### config.mk
export PLATFORM = sky130hd
export DESIGN_NAME = hazard_control_unit
export DESIGN_NICKNAME = d
export VERILOG_FILES = /design/src/rtl/hazard_control_unit.sv
export SDC_FILE = /design/constraint.sdc
export NUM_CORES = 1
export LEC_CHECK = 0
export CAP_MARGIN = 20
export CORE_ASPECT_RATIO = 1.2
export CORE_MARGIN = 8
export CORE_UTILIZATION = 28
export DETAILED_ROUTE_END_ITERATION = 12
export GPL_TIMING_DRIVEN = 1
export PLACE_DENSITY_LB_ADDON = 0.12
export SKIP_LAST_GASP = 1
export SLEW_MARGIN = 20
export SYNTH_ARGS = -nofsm -noshare
export SYNTH_HDL_FRONTEND = slang
export SYNTH_SLANG_ARGS = --single-unit
### constraint.sdc
create_clock -name clk -period 5.9 [get_ports clk]
set_input_delay 1.475 -clock clk [delete_from_list [all_inputs] [get_ports clk]]
set_output_delay 1.475 -clock clk [all_outputs]
set_load 0.03 [all_outputs]
### src/rtl/hazard_control_unit.sv
// hazard_control_unit
// Stall/flush controller for the 5-stage RV32 pipeline. It resolves the hazards
// that EX-stage forwarding cannot cover: data-memory wait states, multi-cycle
// MUL/DIV occupancy, taken-branch squash and the one-bubble load-use case.
// Stage controls are a zero-cycle combinational function of the inputs, the
// MUL/DIV busy state and the sticky done_pend flag.
// Optional performance counters are built only when HAZARD_PERF_CNT_EN is
// defined. Otherwise the counter outputs read zero and perf_clear is ignored.
module hazard_control_unit #(
  parameter int CNT_W = 32
) (
  input  logic             clk,
  input  logic             rst_n,
  input  logic [4:0]       rs1_id,
  input  logic [4:0]       rs2_id,
  input  logic             rs1_used_id,
  input  logic             rs2_used_id,
  input  logic [4:0]       rd_ex,
  input  logic             mem_read_ex,
  input  logic             branch_taken_ex,
  input  logic             mdu_start_ex,
  input  logic             mdu_done,
  input  logic             dmem_req_mem,
  input  logic             dmem_ready,
  input  logic             perf_clear,
  output logic             pc_en,
  output logic             if_id_en,
  output logic             id_ex_en,
  output logic             ex_mem_en,
  output logic             if_id_flush,
  output logic             id_ex_flush,
  output logic             ex_mem_flush,
  output logic             mem_wb_flush,
  output logic [CNT_W-1:0] stall_cycles,
  output logic [CNT_W-1:0] load_use_stalls,
  output logic [CNT_W-1:0] branch_flushes
);

  typedef enum logic {
    RUN      = 1'b0,
    MDU_BUSY = 1'b1
  } state_t;

  state_t state;
  logic   done_pend;

  logic mem_stall;
  logic mdu_stall;
  logic load_use;

  // The memory wait freezes the whole pipeline, so it outranks every other cause.
  assign mem_stall = dmem_req_mem & ~dmem_ready;

  // A done that was latched during a memory wait releases the MUL/DIV stall at once.
  assign mdu_stall = ((state == MDU_BUSY) & ~mdu_done & ~done_pend) |
                     ((state == RUN) & mdu_start_ex & ~mdu_done);

  // x0 is hard-wired to zero, so a load targeting it never creates a dependency.
  assign load_use = mem_read_ex & (rd_ex != 5'd0) &
                    ((rs1_used_id & (rs1_id == rd_ex)) |
                     (rs2_used_id & (rs2_id == rd_ex)));

  // Priority decode of the stage enables and flushes, with reset forcing the pipe to NOPs.
  always_comb begin
    // NOTE: every output gets a default first so no path leaves it unassigned (no latches).
    pc_en        = 1'b1;
    if_id_en     = 1'b1;
    id_ex_en     = 1'b1;
    ex_mem_en    = 1'b1;
    if_id_flush  = 1'b0;
    id_ex_flush  = 1'b0;
    ex_mem_flush = 1'b0;
    mem_wb_flush = 1'b0;
    if (!rst_n) begin
      pc_en        = 1'b0;
      if_id_en     = 1'b0;
      id_ex_en     = 1'b0;
      ex_mem_en    = 1'b0;
      if_id_flush  = 1'b1;
      id_ex_flush  = 1'b1;
      ex_mem_flush = 1'b1;
      mem_wb_flush = 1'b1;
    end else if (mem_stall) begin
      pc_en        = 1'b0;
      if_id_en     = 1'b0;
      id_ex_en     = 1'b0;
      ex_mem_en    = 1'b0;
      mem_wb_flush = 1'b1;
    end else if (mdu_stall) begin
      pc_en        = 1'b0;
      if_id_en     = 1'b0;
      id_ex_en     = 1'b0;
      ex_mem_flush = 1'b1;
    end else if (branch_taken_ex) begin
      // The PC keeps loading the branch target. The squashed ID instruction cannot cause a load-use stall.
      if_id_flush  = 1'b1;
      id_ex_flush  = 1'b1;
    end else if (load_use) begin
      pc_en        = 1'b0;
      if_id_en     = 1'b0;
      id_ex_flush  = 1'b1;
    end
  end

  // MUL/DIV occupancy tracking. It is frozen during memory waits, but a done that arrives then is kept.
  always_ff @(posedge clk or negedge rst_n) begin
    // NOTE: state registers use non-blocking assignments so all flops update together at the edge.
    if (!rst_n) begin
      state     <= RUN;
      done_pend <= 1'b0;
    end else if (mem_stall) begin
      if (mdu_done) done_pend <= 1'b1;
    end else begin
      case (state)
        RUN: begin
          if (mdu_start_ex && !mdu_done) state <= MDU_BUSY;
        end
        MDU_BUSY: begin
          if (mdu_done || done_pend) begin
            state     <= RUN;
            done_pend <= 1'b0;
          end
        end
        default: state <= RUN;
      endcase
    end
  end

`ifdef HAZARD_PERF_CNT_EN
  logic [CNT_W-1:0] stall_q;
  logic [CNT_W-1:0] lu_q;
  logic [CNT_W-1:0] br_q;
  logic             lu_active;
  logic             br_active;

  // The branch and load-use counters count only when their term is the winning cause.
  assign br_active = ~mem_stall & ~mdu_stall & branch_taken_ex;
  assign lu_active = ~mem_stall & ~mdu_stall & ~branch_taken_ex & load_use;

  // Wrapping event counters. A clear wins over any increment on the same edge.
  always_ff @(posedge clk or negedge rst_n) begin
    if (!rst_n) begin
      stall_q <= '0;
      lu_q    <= '0;
      br_q    <= '0;
    end else if (perf_clear) begin
      stall_q <= '0;
      lu_q    <= '0;
      br_q    <= '0;
    end else begin
      if (!pc_en)    stall_q <= stall_q + CNT_W'(1);
      if (lu_active) lu_q    <= lu_q + CNT_W'(1);
      if (br_active) br_q    <= br_q + CNT_W'(1);
    end
  end

  assign stall_cycles    = stall_q;
  assign load_use_stalls = lu_q;
  assign branch_flushes  = br_q;
`else
  logic unused_perf_clear;
  assign unused_perf_clear = perf_clear;

  assign stall_cycles    = '0;
  assign load_use_stalls = '0;
  assign branch_flushes  = '0;
`endif

endmodule

# Word-level counts from Yosys, hierarchy flattened

Cells that the tools add are included.

Add/sub/neg operators: 0
Multipliers: 0
Div/mod/pow operators: 0
$lt $le $gt $ge: 0
Equal/unequal tests: 3
Shift-type cells: 0
Mux-type cells: 31
Bitwise operators: 15
Reductions and logical operators: 7

Operators with widths:

| cell               | count |
|---|---|
| $mux 1             | 30 |
| $eq 5x5->1         | 2 |
| $and 1x1->1        | 9 |
| $reduce_bool 5->1  | 1 |
| $not 1->1          | 4 |
| $reduce_bool 2->1  | 2 |
| $reduce_and 3->1   | 1 |
| $ne 2x2->1 const B | 1 |
| $or 1x1->1         | 2 |
| $pmux 1 s2         | 1 |
| $logic_and 1x1->1  | 1 |
| $logic_not 1->1    | 1 |
| $logic_or 1x1->1   | 1 |

Register bits: 2
Latch bits: 0
Bits in writable memories: 0
Bits in read-only memories: 0
Input port bits: 26
Word-level logic and storage cells: 58
Memories kept: 0

# Logic depth before layout (Yosys ltp)

Gate-level depths: netlist of run 1.

Depth after elaboration: 9
Depth in mapped cells: 5
Depth with buffers taken out: 4

# Worst setup path after synthesis of run 1

OpenSTA, ideal clock, no wires.

Path type: in2out
Start point: input port dmem_ready
End point: output port pc_en
Arrival time: 3.094 ns
Data required time: 4.425 ns
Path slack: 1.331 ns
Stages on the path: 5
Buffers on the path: 1
Cells stage by stage: nand2b_1 > nand2_1 > nor2_1 > o31a_1 > buf_4

Word-level cells in the longest chain between the ends: 4

RTL lines:

| element              | line | source |
|---|---|---|
| start: declaration   | 24   | `input logic dmem_ready,` |
| $not 1->1            | 52   | `assign mem_stall = dmem_req_mem & ~dmem_ready;` |
| $and 1x1->1          | 52   |  |
| $mux 1 (2 in series) | --   |  |
| end: declaration     | 26   | `output logic pc_en,` |

No other way between the ends.

# Worst setup path in the final report of run 1

Start point: input port rd_ex[3]
End point: output port id_ex_flush

Word-level cells in the longest chain between the ends: 9
Elaborated cells on any way between the ends: 13
Classes of those cells: eq/ne: 2; mux: 5; bitwise: 5; reduce/logical: 1

RTL lines:

| element                               | line   | source |
|---|---|---|
| start: declaration                    | 18     | `input logic [4:0] rd_ex,` |
| $eq 5x5->1, on equally long branches  | 60, 61 |  |
| $and 1x1->1, on equally long branches | 60, 61 |  |
| $or 1x1->1                            | 60     | `((rs1_used_id & (rs1_id == rd_ex)) \|` |
| $and 1x1->1 (*)                       | 59     | `assign load_use = mem_read_ex & (rd_ex != 5'd0) &` |
| $mux 1 (*)                            | 98     | `end else if (load_use) begin` |
| $mux 1 (*)                            | 94     | `end else if (branch_taken_ex) begin` |
| $mux 1 (*)                            | 89     | `end else if (mdu_stall) begin` |
| $mux 1 (*)                            | 83     | `end else if (mem_stall) begin` |
| $mux 1 (*)                            | 74     | `if (!rst_n) begin` |
| end: declaration                      | 31     | `output logic id_ex_flush,` |

Every way passes the cells marked *; elsewhere a longest branch is shown, timed or not.

==> out/qor_table.md, run 1 <==
| Group | Quantity | Reported |
|---|---|---|
| global routing | Global routing usage summed across all routing layers | 6.39% |
| logic synthesis | Fraction of synthesized cell area taken by the top area cell type | 71.3% |
| sta | Max Fclk | 196 MHz |
| placed design | Placed Instance Area | 0.00102 mm² |
| routing | Drt drc | 0 |
| floorplanning | Cell Rows | 24 |
| clock tree | Root buffer cell | sky130_fd_sc_hd__clkbuf_8 |
| layout | Net count reported at finish | 196 |
| logic synthesis | Synth Cell Area | 0.00102 mm² |
| routing | Drt initial violations | 23 |
| placed design | Routability-driven placement congestion ratio | 0.696 |
| logic synthesis | Total of warnings raised by yosys | 0 |
| sta | Unrepaired setup endpoints after global routing | false |
| placed design | Hpwl dp | 2.22 mm |
| hold path | Kind of path behind the tightest hold check | reg2reg |
| global routing | Maximum number of pins on one net before global-route repair | 8 |
| global routing | Global-route wire length before repair | 3.01 mm |
| sta | Clock period minus final worst setup slack | 5.10 ns |
| layout | Ratio of cells with drive above 1 in the final layout | 2.98% |
| routing | Pre-Repair DR Iteration Count | 3 |
| layout | Most common cell after layout, fill and taps aside | sky130_fd_sc_hd__conb_1 |
| clock tree | Post-cts gate resize count | 0 |
| routing | Residual antenna-violating net count after detailed routing | 0 |
| layout | Fillers | 394 |
| critical path | Critical path endpoint category | primary output |
| critical path | CP Class | in2out |
| floorplanning | Starting density of the core | 28.6% |
| routing | Via count of the routed design | 636 |
| routing | Post-detailed-route via-to-cell ratio | 3.07 |
| layout | Leading cell types in the layout, fill and taps excluded | sky130_fd_sc_hd__conb_1 (96), sky130_fd_sc_hd__clkdlybuf4s50_1 (32), sky130_fd_sc_hd__xor2_1 (8) |
| layout | Multi-input logic area | 588 µm² |
| clock tree | Clock buffer count from CTS | 3 |
| critical path | Critical path required time | 4.43 ns |
| logic synthesis | Leading post-synthesis cells by cell area | sky130_fd_sc_hd__buf_4 (71%), sky130_fd_sc_hd__xor2_1 (6.9%), sky130_fd_sc_hd__dfrtp_1 (4.9%) |
| pwr | Power density normalized to cell area | 197 mW/mm² |
| placed design | Post-place setup slack | 0.767 ns |
| routing | Detailed-route wire length per cell | 11.3 µm |
| sta | Crit path setup slack, layout | 0.798 ns |
| sta | Max-slew violation count | 0 |
| sta | Ratio of final minimum period to clock period | 86.5% |
| global routing | Antenna violations before repair | 0 |
| critical path | Kind of launch point of the worst setup path | input pin |
| pwr | Overall power | 0.000209 W |
| floorplanning | Die height | 82.2 µm |
| clock tree | H-tree Lvls | 1 |
| logic synthesis | Per-instance average area after synthesis | 7.56 µm² |
| layout | Area used by sequential logic in the layout | 50.0 µm² |
| logic synthesis | Post-Syn Instances | 135 |
| placed design | Buffers on Ports | 32 |
| clock tree | Number of clock sinks | 2 |
| job | Total of max-cap violations | 0 |
| layout | Total non-filler cell area in the finished layout | 0.00106 mm² |
| sta | Setup skew after layout | 0.00378 ns |
| floorplanning | Total die area | 0.00584 mm² |
| pwr | Leak Pwr | 0.583 nW |
| clock tree | CTS Hold Buffers Added | 0 |
| sta | Final sum of negative setup slack | 0 ns |
| clock tree | Clock insertion delay at the later pin of the skew report | 0.21 ns |
| global routing | Vias in the first global route | 675 |
| clock tree | Bufs on Longest Clock Path | 2 |
| sta | Worst hold slack after final layout | 0.534 ns |
| floorplanning | Die W | 71.1 µm |
| layout | Area Overhead vs Synth | 3.80% |
| run status | Run status | complete, no violations |
| clock tree | Post-CTS Repair Setup Buffers | 0 |
| layout | Diode insertion count for antenna repair | 0 |
| logic synthesis | Flip-flop and latch count after synthesis | 2 |
| logic synthesis | Post-synthesis cell type with the largest combined area | sky130_fd_sc_hd__buf_4 |
| sta | Final setup violating endpoints | 0 |
| global routing | Total congestion overflow after global routing | 0 |
| critical path | Critical Path AT | 3.63 ns |
| floorplanning | Placeable core region | 0.00357 mm² |
| critical path | Crit path max fanout | 3 |
| pwr | Worst ir drop on vdd | 0.0435 mV |
| logic synthesis | Sequential element share of the synthesized area | 4.90% |
| sta | Final hold vios | 0 |
| routing | Detailed-route wire length | 2.34 mm |
| logic synthesis | Yosys cell types | 22 |
| clock tree | Clock edge transition at the registers on the reported setup and hold paths | 0.03 ns |
| floorplanning | I/O pin count | 130 |
| clock tree | CTS tree | built |
-- power breakdown --
| group | switching [W] | internal [W] |
|---|---|---|
| Sequential | 0.00000225 | 0.0000160 |
| Clock | 0.0000119 | 0.0000433 |
| Combinational | 0.000107 | 0.0000287 |
| Total | 0.000121 | 0.0000880 |
-- critical path, cell delays in order --
cell	delay, ns
sky130_fd_sc_hd__clkdlybuf4s50_1	0.47
sky130_fd_sc_hd__xor2_1	0.18
sky130_fd_sc_hd__nor4_1	0.32
sky130_fd_sc_hd__a32oi_1	0.15
sky130_fd_sc_hd__o311ai_2	0.29
sky130_fd_sc_hd__clkdlybuf4s50_1	0.73
-- flip-flops by register name, indices dropped and copies added (netlist names) --
signal	flops
state	1
done_pend	1
-- synth_stat cells --
cell type	count
sky130_fd_sc_hd__a211o_1	1
sky130_fd_sc_hd__a211oi_1	1
sky130_fd_sc_hd__a21oi_1	2
sky130_fd_sc_hd__a32oi_1	1
sky130_fd_sc_hd__and2_0	1
sky130_fd_sc_hd__buf_4	97
sky130_fd_sc_hd__conb_1	1
sky130_fd_sc_hd__dfrtp_1	2
sky130_fd_sc_hd__inv_1	3
sky130_fd_sc_hd__nand2_1	5
sky130_fd_sc_hd__nand2b_1	1
sky130_fd_sc_hd__nand3_1	1
sky130_fd_sc_hd__nor2_1	2
sky130_fd_sc_hd__nor4_1	1
sky130_fd_sc_hd__nor4_2	1
sky130_fd_sc_hd__o21ai_0	1
sky130_fd_sc_hd__o21ai_1	1
sky130_fd_sc_hd__o311ai_2	1
sky130_fd_sc_hd__o31a_1	1
sky130_fd_sc_hd__or4_1	1
sky130_fd_sc_hd__xnor2_1	2
sky130_fd_sc_hd__xor2_1	8
-- routing by layer --
layer  track usage [%]  up-vias  wire length, µm
met5                 0        -                0
met4              2.50        0                0
met3              4.23        0              368
met2              10.7       74             1150
met1              6.25      263              820
li1                  -      299                -
-- through the flow --
stage	cells	utilization (%)
after detailed placement	204	28.5
after CTS	207	29.7
after global routing	207	29.7
final	207	29.7
after global placement	204	28.5
after floorplan	230	-
-- final timing paths --
kind	slack [ns]	cells after the start	start	endpoint
worst max-delay path	0.80	6	rd_ex[3]	id_ex_flush
min in group asynchronous	1.50	1	rst_n	state
worst min-delay path	0.53	1	state	done_pend
max in group asynchronous	4.20	1	rst_n	done_pend
worst min register to register	0.53	1	state	done_pend
worst max register to register	4.80	4	state	state
-- cell type report --
class                   instances  area share (%)
repair buffers                 32            30.2
flip-flops and latches          2            4.72
well taps                      39            4.60
multi-input cells             128            55.5
clock buffers                   3            3.90
inverters                       3            1.06
-- kinds of logic after synthesis --
| kind of cell | Yosys count | share of synthesized area, % |
|---|---|---|
| xor gates and xnor gates | 10 | 8.58 |
| buffers and inverters | 100 | 72.4 |
| AOI/OAI and AO/OA | 9 | 6.86 |
| DFF | 2 | 4.90 |
| other | 1 | 0.367 |
| and+or+nand+nor | 13 | 6.86 |
Power figures use the tool's default switching activity.
==> run 2: changes to the inputs <==
--- a/config.mk
+++ b/config.mk
@@ -5,7 +5,6 @@
 export SDC_FILE = /design/constraint.sdc
 export NUM_CORES = 1
 export LEC_CHECK = 0
-export CAP_MARGIN = 20
 export CORE_ASPECT_RATIO = 1.2
 export CORE_MARGIN = 8
 export CORE_UTILIZATION = 28
==> results of run 2 <==
Final layout, timing and power as in run 1 (identical DEF).
